[src/rtl/cpsr_banked_unit_if.sv]
// Status-unit bus: ALU results and exception control from the core, and the
// condition, status and handshake outputs back to it.
interface cpsr_banked_unit_if #(
  parameter int DATA_WIDTH = 32,
  parameter int MODE_WIDTH = 2
);
  logic [DATA_WIDTH-1:0] alu_result;
  logic                  alu_carry;
  logic                  alu_overflow;
  logic                  set_cond_bit;
  logic [3:0]            cond_field;
  logic                  exc_req;
  logic [MODE_WIDTH-1:0] exc_mode;
  logic                  exc_return;
  logic                  write_condition;
  logic [3:0]            current_flags;
  logic [31:0]           cpsr_out;
  logic [31:0]           spsr_out;
  logic                  busy;
  logic                  exc_ack;
  logic                  status_error;

  modport master (
    output alu_result, alu_carry, alu_overflow, set_cond_bit, cond_field,
           exc_req, exc_mode, exc_return,
    input  write_condition, current_flags, cpsr_out, spsr_out, busy,
           exc_ack, status_error
  );

  modport slave (
    input  alu_result, alu_carry, alu_overflow, set_cond_bit, cond_field,
           exc_req, exc_mode, exc_return,
    output write_condition, current_flags, cpsr_out, spsr_out, busy,
           exc_ack, status_error
  );
endinterface

[src/rtl/cpsr_banked_unit.sv]
// Status register with NZCV/I/mode, condition evaluation, per-mode banked SPSRs,
// a two-cycle exception-entry sequencer and single-cycle exception return.
module cpsr_banked_unit #(
  parameter int DATA_WIDTH = 32,
  parameter int NUM_MODES  = 4,
  parameter int MODE_WIDTH = 2,
  parameter int RESET_MODE = 1
) (
  input  logic                  clock,
  input  logic                  reset,
  cpsr_banked_unit_if.slave     bus
);

  localparam int MODE_CNT = 2 ** MODE_WIDTH;
  localparam logic [MODE_WIDTH-1:0] RST_MODE = MODE_WIDTH'(RESET_MODE);

  // Bit m set when lo <= m < NUM_MODES; avoids range compares against constants.
  function automatic logic [MODE_CNT-1:0] mode_mask(input int lo);
    logic [MODE_CNT-1:0] m;
    m = '0;
    for (int i = 0; i < MODE_CNT; i++) m[i] = (i >= lo) && (i < NUM_MODES);
    return m;
  endfunction

  localparam logic [MODE_CNT-1:0] BANKED = mode_mask(1);
  localparam logic [MODE_CNT-1:0] LEGAL  = mode_mask(0);

  function automatic logic cond_pass(input logic [3:0] cc, input logic [3:0] f);
    logic n, z, c, v;
    {n, z, c, v} = f;
    case (cc)
      4'b0000: return z;
      4'b0001: return !z;
      4'b0010: return c;
      4'b0011: return !c;
      4'b0100: return n;
      4'b0101: return !n;
      4'b0110: return v;
      4'b0111: return !v;
      4'b1000: return c && !z;
      4'b1001: return !c || z;
      4'b1010: return n == v;
      4'b1011: return n != v;
      4'b1100: return !z && (n == v);
      4'b1101: return z || (n != v);
      4'b1110: return 1'b1;
      default: return 1'b0;
    endcase
  endfunction

  function automatic logic [31:0] cpsr_word(input logic [3:0] f, input logic i,
                                            input logic [MODE_WIDTH-1:0] m);
    logic [31:0] w;
    w = '0;
    w[31:28] = f;
    w[7] = i;
    w[MODE_WIDTH-1:0] = m;
    return w;
  endfunction

  typedef enum logic [1:0] {ST_IDLE, ST_SAVE, ST_SWITCH} state_t;

  state_t                r_state, w_state_nxt;
  logic [3:0]            r_flags;
  logic                  r_ibit;
  logic [MODE_WIDTH-1:0] r_mode;
  logic [MODE_WIDTH-1:0] r_tgt;
  logic                  r_err;
  logic [31:0]           r_spsr [MODE_CNT];

  logic [3:0]  w_new_flags;
  logic        w_cond;
  logic [31:0] w_cpsr;
  logic        w_entry_go, w_flag_we, w_ret_go, w_err;

  assign w_new_flags = {bus.alu_result[DATA_WIDTH-1], bus.alu_result == '0,
                        bus.alu_carry, bus.alu_overflow};
  assign w_cond      = cond_pass(bus.cond_field, r_flags);
  assign w_cpsr      = cpsr_word(r_flags, r_ibit, r_mode);

  // Priority in IDLE: entry over return, return over flag write.
  always_comb begin
    w_state_nxt = r_state;
    w_entry_go  = 1'b0;
    w_flag_we   = 1'b0;
    w_ret_go    = 1'b0;
    w_err       = 1'b0;
    case (r_state)
      ST_IDLE: begin
        if (bus.exc_req) begin
          if (BANKED[bus.exc_mode]) begin
            w_entry_go  = 1'b1;
            w_state_nxt = ST_SAVE;
          end else begin
            w_err = 1'b1;
          end
          w_flag_we = bus.set_cond_bit && w_cond;
        end else if (bus.exc_return) begin
          if (BANKED[r_mode]) begin
            w_ret_go = 1'b1;
            w_err    = !LEGAL[r_spsr[r_mode][MODE_WIDTH-1:0]];
          end else begin
            w_err = 1'b1;
          end
        end else begin
          w_flag_we = bus.set_cond_bit && w_cond;
        end
      end
      ST_SAVE:   w_state_nxt = ST_SWITCH;
      ST_SWITCH: w_state_nxt = ST_IDLE;
      default:   w_state_nxt = ST_IDLE;
    endcase
  end

  always_ff @(posedge clock or posedge reset) begin
    if (reset) begin
      r_state <= ST_IDLE;
      r_flags <= '0;
      r_ibit  <= 1'b1;
      r_mode  <= RST_MODE;
      r_tgt   <= '0;
      r_err   <= 1'b0;
      for (int k = 0; k < MODE_CNT; k++) r_spsr[k] <= '0;
    end else begin
      r_state <= w_state_nxt;
      r_err   <= w_err;
      if (w_entry_go) r_tgt <= bus.exc_mode;
      if (w_flag_we) r_flags <= w_new_flags;
      if (w_ret_go) begin
        r_flags <= r_spsr[r_mode][31:28];
        r_ibit  <= r_spsr[r_mode][7];
        r_mode  <= r_spsr[r_mode][MODE_WIDTH-1:0];
      end
      if (r_state == ST_SAVE) r_spsr[r_tgt] <= w_cpsr;
      if (r_state == ST_SWITCH) begin
        r_mode <= r_tgt;
        r_ibit <= 1'b1;
      end
    end
  end

  // User mode and unbanked indices are never written, so they always read zero.
  assign bus.write_condition = w_cond;
  assign bus.current_flags   = r_flags;
  assign bus.cpsr_out        = w_cpsr;
  assign bus.spsr_out        = r_spsr[r_mode];
  assign bus.busy            = (r_state != ST_IDLE);
  assign bus.exc_ack         = (r_state == ST_SWITCH);
  assign bus.status_error    = r_err;

endmodule

[src/flat_wrapper.sv]
// flat-port wrapper written by rule: the top's interface ports become plain ports
module cpsr_banked_unit_flat 
#(
  parameter int DATA_WIDTH = 32,
  parameter int NUM_MODES  = 4,
  parameter int MODE_WIDTH = 2,
  parameter int RESET_MODE = 1
)
  (clock, reset, bus_alu_result, bus_alu_carry, bus_alu_overflow, bus_set_cond_bit, bus_cond_field, bus_exc_req, bus_exc_mode, bus_exc_return, bus_write_condition, bus_current_flags, bus_cpsr_out, bus_spsr_out, bus_busy, bus_exc_ack, bus_status_error);
  cpsr_banked_unit_if #(.DATA_WIDTH(DATA_WIDTH), .MODE_WIDTH(MODE_WIDTH)) bus_i ();
  input  logic clock;
  input  logic reset;
  input wire logic [$bits(bus_i.alu_result)-1:0] bus_alu_result;
  input wire logic [$bits(bus_i.alu_carry)-1:0] bus_alu_carry;
  input wire logic [$bits(bus_i.alu_overflow)-1:0] bus_alu_overflow;
  input wire logic [$bits(bus_i.set_cond_bit)-1:0] bus_set_cond_bit;
  input wire logic [$bits(bus_i.cond_field)-1:0] bus_cond_field;
  input wire logic [$bits(bus_i.exc_req)-1:0] bus_exc_req;
  input wire logic [$bits(bus_i.exc_mode)-1:0] bus_exc_mode;
  input wire logic [$bits(bus_i.exc_return)-1:0] bus_exc_return;
  output wire logic [$bits(bus_i.write_condition)-1:0] bus_write_condition;
  output wire logic [$bits(bus_i.current_flags)-1:0] bus_current_flags;
  output wire logic [$bits(bus_i.cpsr_out)-1:0] bus_cpsr_out;
  output wire logic [$bits(bus_i.spsr_out)-1:0] bus_spsr_out;
  output wire logic [$bits(bus_i.busy)-1:0] bus_busy;
  output wire logic [$bits(bus_i.exc_ack)-1:0] bus_exc_ack;
  output wire logic [$bits(bus_i.status_error)-1:0] bus_status_error;
  assign bus_i.alu_result = bus_alu_result;
  assign bus_i.alu_carry = bus_alu_carry;
  assign bus_i.alu_overflow = bus_alu_overflow;
  assign bus_i.set_cond_bit = bus_set_cond_bit;
  assign bus_i.cond_field = bus_cond_field;
  assign bus_i.exc_req = bus_exc_req;
  assign bus_i.exc_mode = bus_exc_mode;
  assign bus_i.exc_return = bus_exc_return;
  assign bus_write_condition = bus_i.write_condition;
  assign bus_current_flags = bus_i.current_flags;
  assign bus_cpsr_out = bus_i.cpsr_out;
  assign bus_spsr_out = bus_i.spsr_out;
  assign bus_busy = bus_i.busy;
  assign bus_exc_ack = bus_i.exc_ack;
  assign bus_status_error = bus_i.status_error;
  cpsr_banked_unit #(.DATA_WIDTH(DATA_WIDTH), .NUM_MODES(NUM_MODES), .MODE_WIDTH(MODE_WIDTH), .RESET_MODE(RESET_MODE)) u_core (.clock(clock), .reset(reset), .bus(bus_i));
endmodule
[config.mk]
export PLATFORM = sky130hd
export DESIGN_NAME = cpsr_banked_unit_flat
export DESIGN_NICKNAME = d
export VERILOG_FILES = /design/src/rtl/cpsr_banked_unit_if.sv /design/src/rtl/cpsr_banked_unit.sv /design/src/flat_wrapper.sv
export SDC_FILE = /design/constraint.sdc
export NUM_CORES = 1
export LEC_CHECK = 0
export ABC_AREA = 0
export ABC_CLOCK_PERIOD_IN_PS = 2100
export CAP_MARGIN = 20
export CORE_UTILIZATION = 42
export CTS_BUF_LIST = sky130_fd_sc_hd__clkbuf_16
export CTS_CLUSTER_DIAMETER = 200
export DETAILED_ROUTE_END_ITERATION = 8
export PLACE_DENSITY = 0.85
export RECOVER_POWER = 50
export SLEW_MARGIN = 10
export SYNTH_ARGS = -nofsm -noshare
export SYNTH_HDL_FRONTEND = slang
export SYNTH_SLANG_ARGS = --single-unit
export TNS_END_PERCENT = 50
[constraint.sdc]
create_clock -name clock -period 2.1 [get_ports clock]
set_input_delay 0.525 -clock clock [delete_from_list [all_inputs] [get_ports clock]]
set_output_delay 0.525 -clock clock [all_outputs]
set_load 0.005 [all_outputs]
## Word level (Yosys, flattened, before mapping)

Index checks and enable logic that the tools add are counted.

- Equality and inequality tests: 20
- Magnitude comparators: 6
- Reductions and logical operators: 18
- Multiplexer cells: 37
- Bitwise gates (word level): 2

Operators by type and width:

| kind | number |
|---|---|
| $bwmux 128 | 1 |
| $mux 32 | 3 |
| $bmux 32 s2 | 1 |
| $demux 32 s2 | 1 |
| $logic_not 32->1 | 1 |
| $eq 4x4->1 const B | 7 |
| $mux 1 | 20 |
| $eq 4x3->1 const B | 4 |
| $pmux 1 s15 | 1 |
| $lt 2x3->1 const B | 3 |
| $eq 4x2->1 const B | 2 |
| $mux 2 | 4 |
| $mux 4 | 2 |
| $bmux 1 s2 | 3 |
| $ge 3x3->1 const B | 2 |
| $not 2->3 | 2 |
| $reduce_bool 2->1 | 3 |
| $logic_not 1->1 | 5 |
| $eq 4x1->1 const B | 1 |
| $logic_and 1x1->1 | 4 |
| $logic_not 4->1 | 1 |
| $pmux 2 s2 | 1 |
| $lt 3x1->1 const B | 1 |
| $eq 2x1->1 const B | 1 |
| 8 further kinds | 9 |

- Word-level logic and storage cells: 93
- Bits of input ports: 45
- Flip-flop bits (word level): 140
- Output and inout port bits: 72

## Longest topological paths before layout

- Depth in word-level cells: 11
- Gate-level depth with buffers: 7

## Least setup slack after synthesis

OpenSTA, ideal clock, no wires.

- Kind: input to output
- Start: input port bus_cond_field[2]
- End: output port bus_write_condition
- Cell stages on the path: 5
- Required time: 1.575 ns
- Data arrival time: 1.500 ns
- Setup slack: 0.075 ns
- Buffers on the path: 1
- Cell sequence: buf_4 > and2_1 > and3_2 > o311ai_2 > nand3_1

- Longest elaborated chain between the ends: 2
- Elaborated cells between the ends (all ways): 16
- Those cells by class: 14 x eq/ne; 1 x mux; 1 x reduce/logical

Ends and longest elaborated chain:

| what | RTL line | source |
|---|---|---|
| start: declaration | flat_wrapper.sv:17 | `input wire logic [$bits(bus_i.cond_field)-1:0] bus_cond_field;` |
| $eq 4x4->1, or another cell as far along | cpsr_banked_unit.sv:31 | `case (cc)` |
| $pmux 1 s15 * | cpsr_banked_unit.sv:31 |  |
| end: declaration | flat_wrapper.sv:21 | `output wire logic [$bits(bus_i.write_condition)-1:0] bus_write_condition;` |

Mark *: on every way between the ends. The rest lies on a longest branch, timed or not.

## Worst setup path in the final report

- Start: register u_core.r_flags[0], in the netlist u_core.bus.current_flags[0]
- End: output port bus_write_condition

- Longest elaborated chain between the ends: 3
- Elaborated cells between the ends (all ways): 6
- Those cells by class: 2 x eq/ne; 1 x mux; 3 x reduce/logical

Ends and longest elaborated chain:

| what | RTL line | source |
|---|---|---|
| start: declaration | cpsr_banked_unit.sv:64 | `logic [3:0] r_flags;` |
| start signal: assignment | cpsr_banked_unit.sv:128 | `if (w_flag_we) r_flags <= w_new_flags;` |
| start signal: assignment | cpsr_banked_unit.sv:130 | `r_flags <= r_spsr[r_mode][31:28];` |
| $ne 1x1->1 / $eq 1x1->1 (equally long branches) | -- |  |
| $logic_or 1x1->1 / $logic_and 1x1->1 (equally long branches) | cpsr_banked_unit.sv:45, cpsr_banked_unit.sv:44 |  |
| $pmux 1 s15 * | cpsr_banked_unit.sv:31 |  |

Marks and branches as above.

==> run metrics <==
Die Y=approximately 80 um; Psw=~1.4 mW; vias after detailed routing=1,931; slew margin rel.=between 30% and 40%; Worst setup SP type=flop; largest family of logic cells by synthesized area=multiplexers; Leak Pwr=1.55 nW; Final HPWL DP=between 4 and 5 mm; Die X=79.9 um; first-pass GRT wire length=8.94 mm; outcome=finished, violations left; MaxCap Viol Count=0; sequential group share of total power=between 30% and 40%; Root Driver=clkbuf_16; # fillers=486; Post-Synthesis Cells=~230; RSZ-0062 raised after global routing=yes; number of synthesized flops with an enable pin=0; Final Core Density=between 50 and 60%; met2 global-route usage=36.0%; pre-CTS WS=-917 ps; final non-filler cell total=400; Netlist Area Pre-Place=about 2500 um^2; GRT Util Overall=a little under a fifth; Hold Vio Cnt, Final=0; mean number of vias per cell=between 4 and 5; DRT Wirelength=between 5 and 6 mm; hold_ws=~500 ps; setup ws final=-105 ps; global route total overflow=0; share of the synthesized area in the top cell type=a little under two fifths; CTS tree=yes; initial core utilization=between 40% and 50%; largest net degree at the start of global routing=41; Main synth FF type=dfrtp_1; placed cell area=around 3200 um^2; iteration count of the initial detailed-routing pass=4; most frequent cell after synthesis=buf_4; fin crit share=105%; Net Sw Frac=31.1%; cell-internal power=between 3 and 4 mW; Worst Path Arrival=between 1500 and 2000 ps; Buffers on Ports=between 60 and 70; PwrDens=1250 nW/um^2; Seq/Total Area, Yosys=between 30 and 40%; largest area contributor in the netlist=dfrtp_1; Placeable Area=just under 6000 um^2; Total Nets Final=between 300 and 400; mux contribution to synthesized area=between 20% and 30%; most common library cells after synthesis=buf_4, dfrtp_1, mux2_2; Antenna Cells=0; fmax=454 MHz; CTS Buf Count=5; Synth-to-Final Area Change=37.7%; Comb power frac=48.0%; clock network fraction of design power=approximately a fifth; crit-path max FO=8; fin area=about 3500 um^2; Synth Area in Simple Gates=12.3%; Max clock buf depth=2; antenna-violating nets left=0; met3 GRT Util=between 4 and 5%; unique cell type count in the Yosys netlist=45; number of global-route vias before repair=1,904; GR peak layer=met2; area occupied by multi-input gates=~1300 um^2; CP Capture Type=output pin; endpoints failing setup=5; drc violations=0; violated checks=negative setup slack; Clock Skew=between 8 and 9 ps; antenna violations before repair=0; Site Rows=28; sequential cell area=slightly above 1000 um^2; Yosys warning count=0; VDD IR max=around 0.00097 V; met1 Use GR=20.3%; Worst EP required=around 1600 ps; number of synthesized register bits=40; setup tns final=-418 ps; clock slew at reported path FFs=60 ps; Iteration-0 DRC Markers=31; routed wire length per instance=around 14 um; placed cell count=382; layout cells sized above 1=37.2%; syn_area_per_cell=between 10 and 15 um^2; fin crit period=approximately 2200 ps; die area=around 6400 um^2; clk_lat worst skew=290 ps; final total power=4.37 mW; RePlAce Congestion=around 0.73; HP Class=flop to flop; Clock Sinks=40; Synth Area in Adders=0%; worst-margin pin slew=around 960 ps; synth top area cells=dfrtp_1, buf_4, mux2_2, mux4_2, nor2_1; Post-synth ARST share=100%; Compound-Gate Fraction of Synth Area=about 5.7%; Final Max Slew Viols=0; reg2reg setup slack=30 ps; Post-Synth XOR/XNOR Area=under 10%; IO Count=~120; htree depth=2; critical path class=flop to output pin
-- timing repair --
| item | in CTS | in global routing |
|---|---|---|
| buffers inserted | 8 | 2 |
| pin swaps | 8 | 9 |
| hold buffers | 0 | 0 |
| hold endpoints to repair | 0 | 0 |
| endpoints found under the setup margin | 14 | 14 |
| resized for setup | 57 | 7 |
-- cell families after synthesis --
| group | Yosys count |
|---|---|
| AO/OA/AOI/OAI | 19 |
| XOR/XNOR | 3 |
| buffers and inverters | 70 |
| flip-flops | 40 |
| multiplexers | 42 |
| other | 1 |
| AND/OR/NAND/NOR | 51 |
-- final cells by class --
class                      count  share of cell area (%)
multi-input combinational    165                    36.2
sequential                    40                    28.7
timing repair buffer         108                    27.1
clock buffer                   5                    3.57
tap                           75                    2.67
clock inverter                 3                    1.32
inverter                       4                   0.428
-- worst paths after layout --
path | end | cells past startpoint | start
min in group asynchronous | u_core.r_spsr[96]$_DFFE_PP0P_ | 3 | reset
max reg2reg | u_core.bus.current_flags[3]$_DFFE_PP0P_ | 7 | u_core.bus.current_flags[0]$_DFFE_PP0P_
min reg2reg | u_core.r_state[1]$_DFFE_PP0P_ | 1 | u_core.r_state[1]$_DFFE_PP0P_
max in group asynchronous | u_core.bus.current_flags[3]$_DFFE_PP0P_ | 3 | reset
max | bus_write_condition | 5 | u_core.bus.current_flags[0]$_DFFE_PP0P_
min | u_core.r_state[1]$_DFFE_PP0P_ | 1 | u_core.r_state[1]$_DFFE_PP0P_
-- critical path, cell delays in order, from the launching register on --
cell and delay [ps]:
dfrtp_2 480, xor2_2 210, and3_4 170, o311ai_4 280, nand3_1 120, buf_2 140
-- per-layer routing --
metal / vias to the layer above / share of wire, %
met5: - / 0
met4: 0 / 1.3
met3: 9 / 7.3
met2: 80 / 55
met1: 953 / 37
li1: 889 / -
-- power groups by stage --
stage / clock network (mW) / logic [mW] / registers (mW)
2_1_floorplan: 0 / 1.12 / 1.30
5_1_grt: 0.929 / 2.26 / 1.44
3_3_place_gp: 0 / 1.87 / 1.38
3_5_place_dp: 0 / 1.91 / 1.41
6_report: 0.878 / 2.10 / 1.39
4_1_cts: 0.890 / 2.08 / 1.39
-- layout by cell type, fill, tap and decap left out, drive strengths merged, types with 3 or more instances in the layout --
cell           instances
nor2                  15
conb                  50
and2b                  3
dfrtp                 38
buf                   49
nand2                  4
o21ai                  3
inv                    5
a22oi                  3
nor4                   8
mux2i                  5
nor2b                  3
clkbuf                 9
a21oi                  7
mux2                  30
nor3b                  3
clkdlybuf4s50         51
mux4                   7
-- sequential cells by signal, summed over array words and instances, names as in the netlist --
signal	count
u_core.bus.status_error	1
u_core.r_spsr	28
u_core.r_tgt	2
u_core.bus.current_flags	4
u_core.r_mode	2
u_core.r_ibit	1
u_core.r_state	2
No activity file was read; power rests on OpenSTA's default activity.
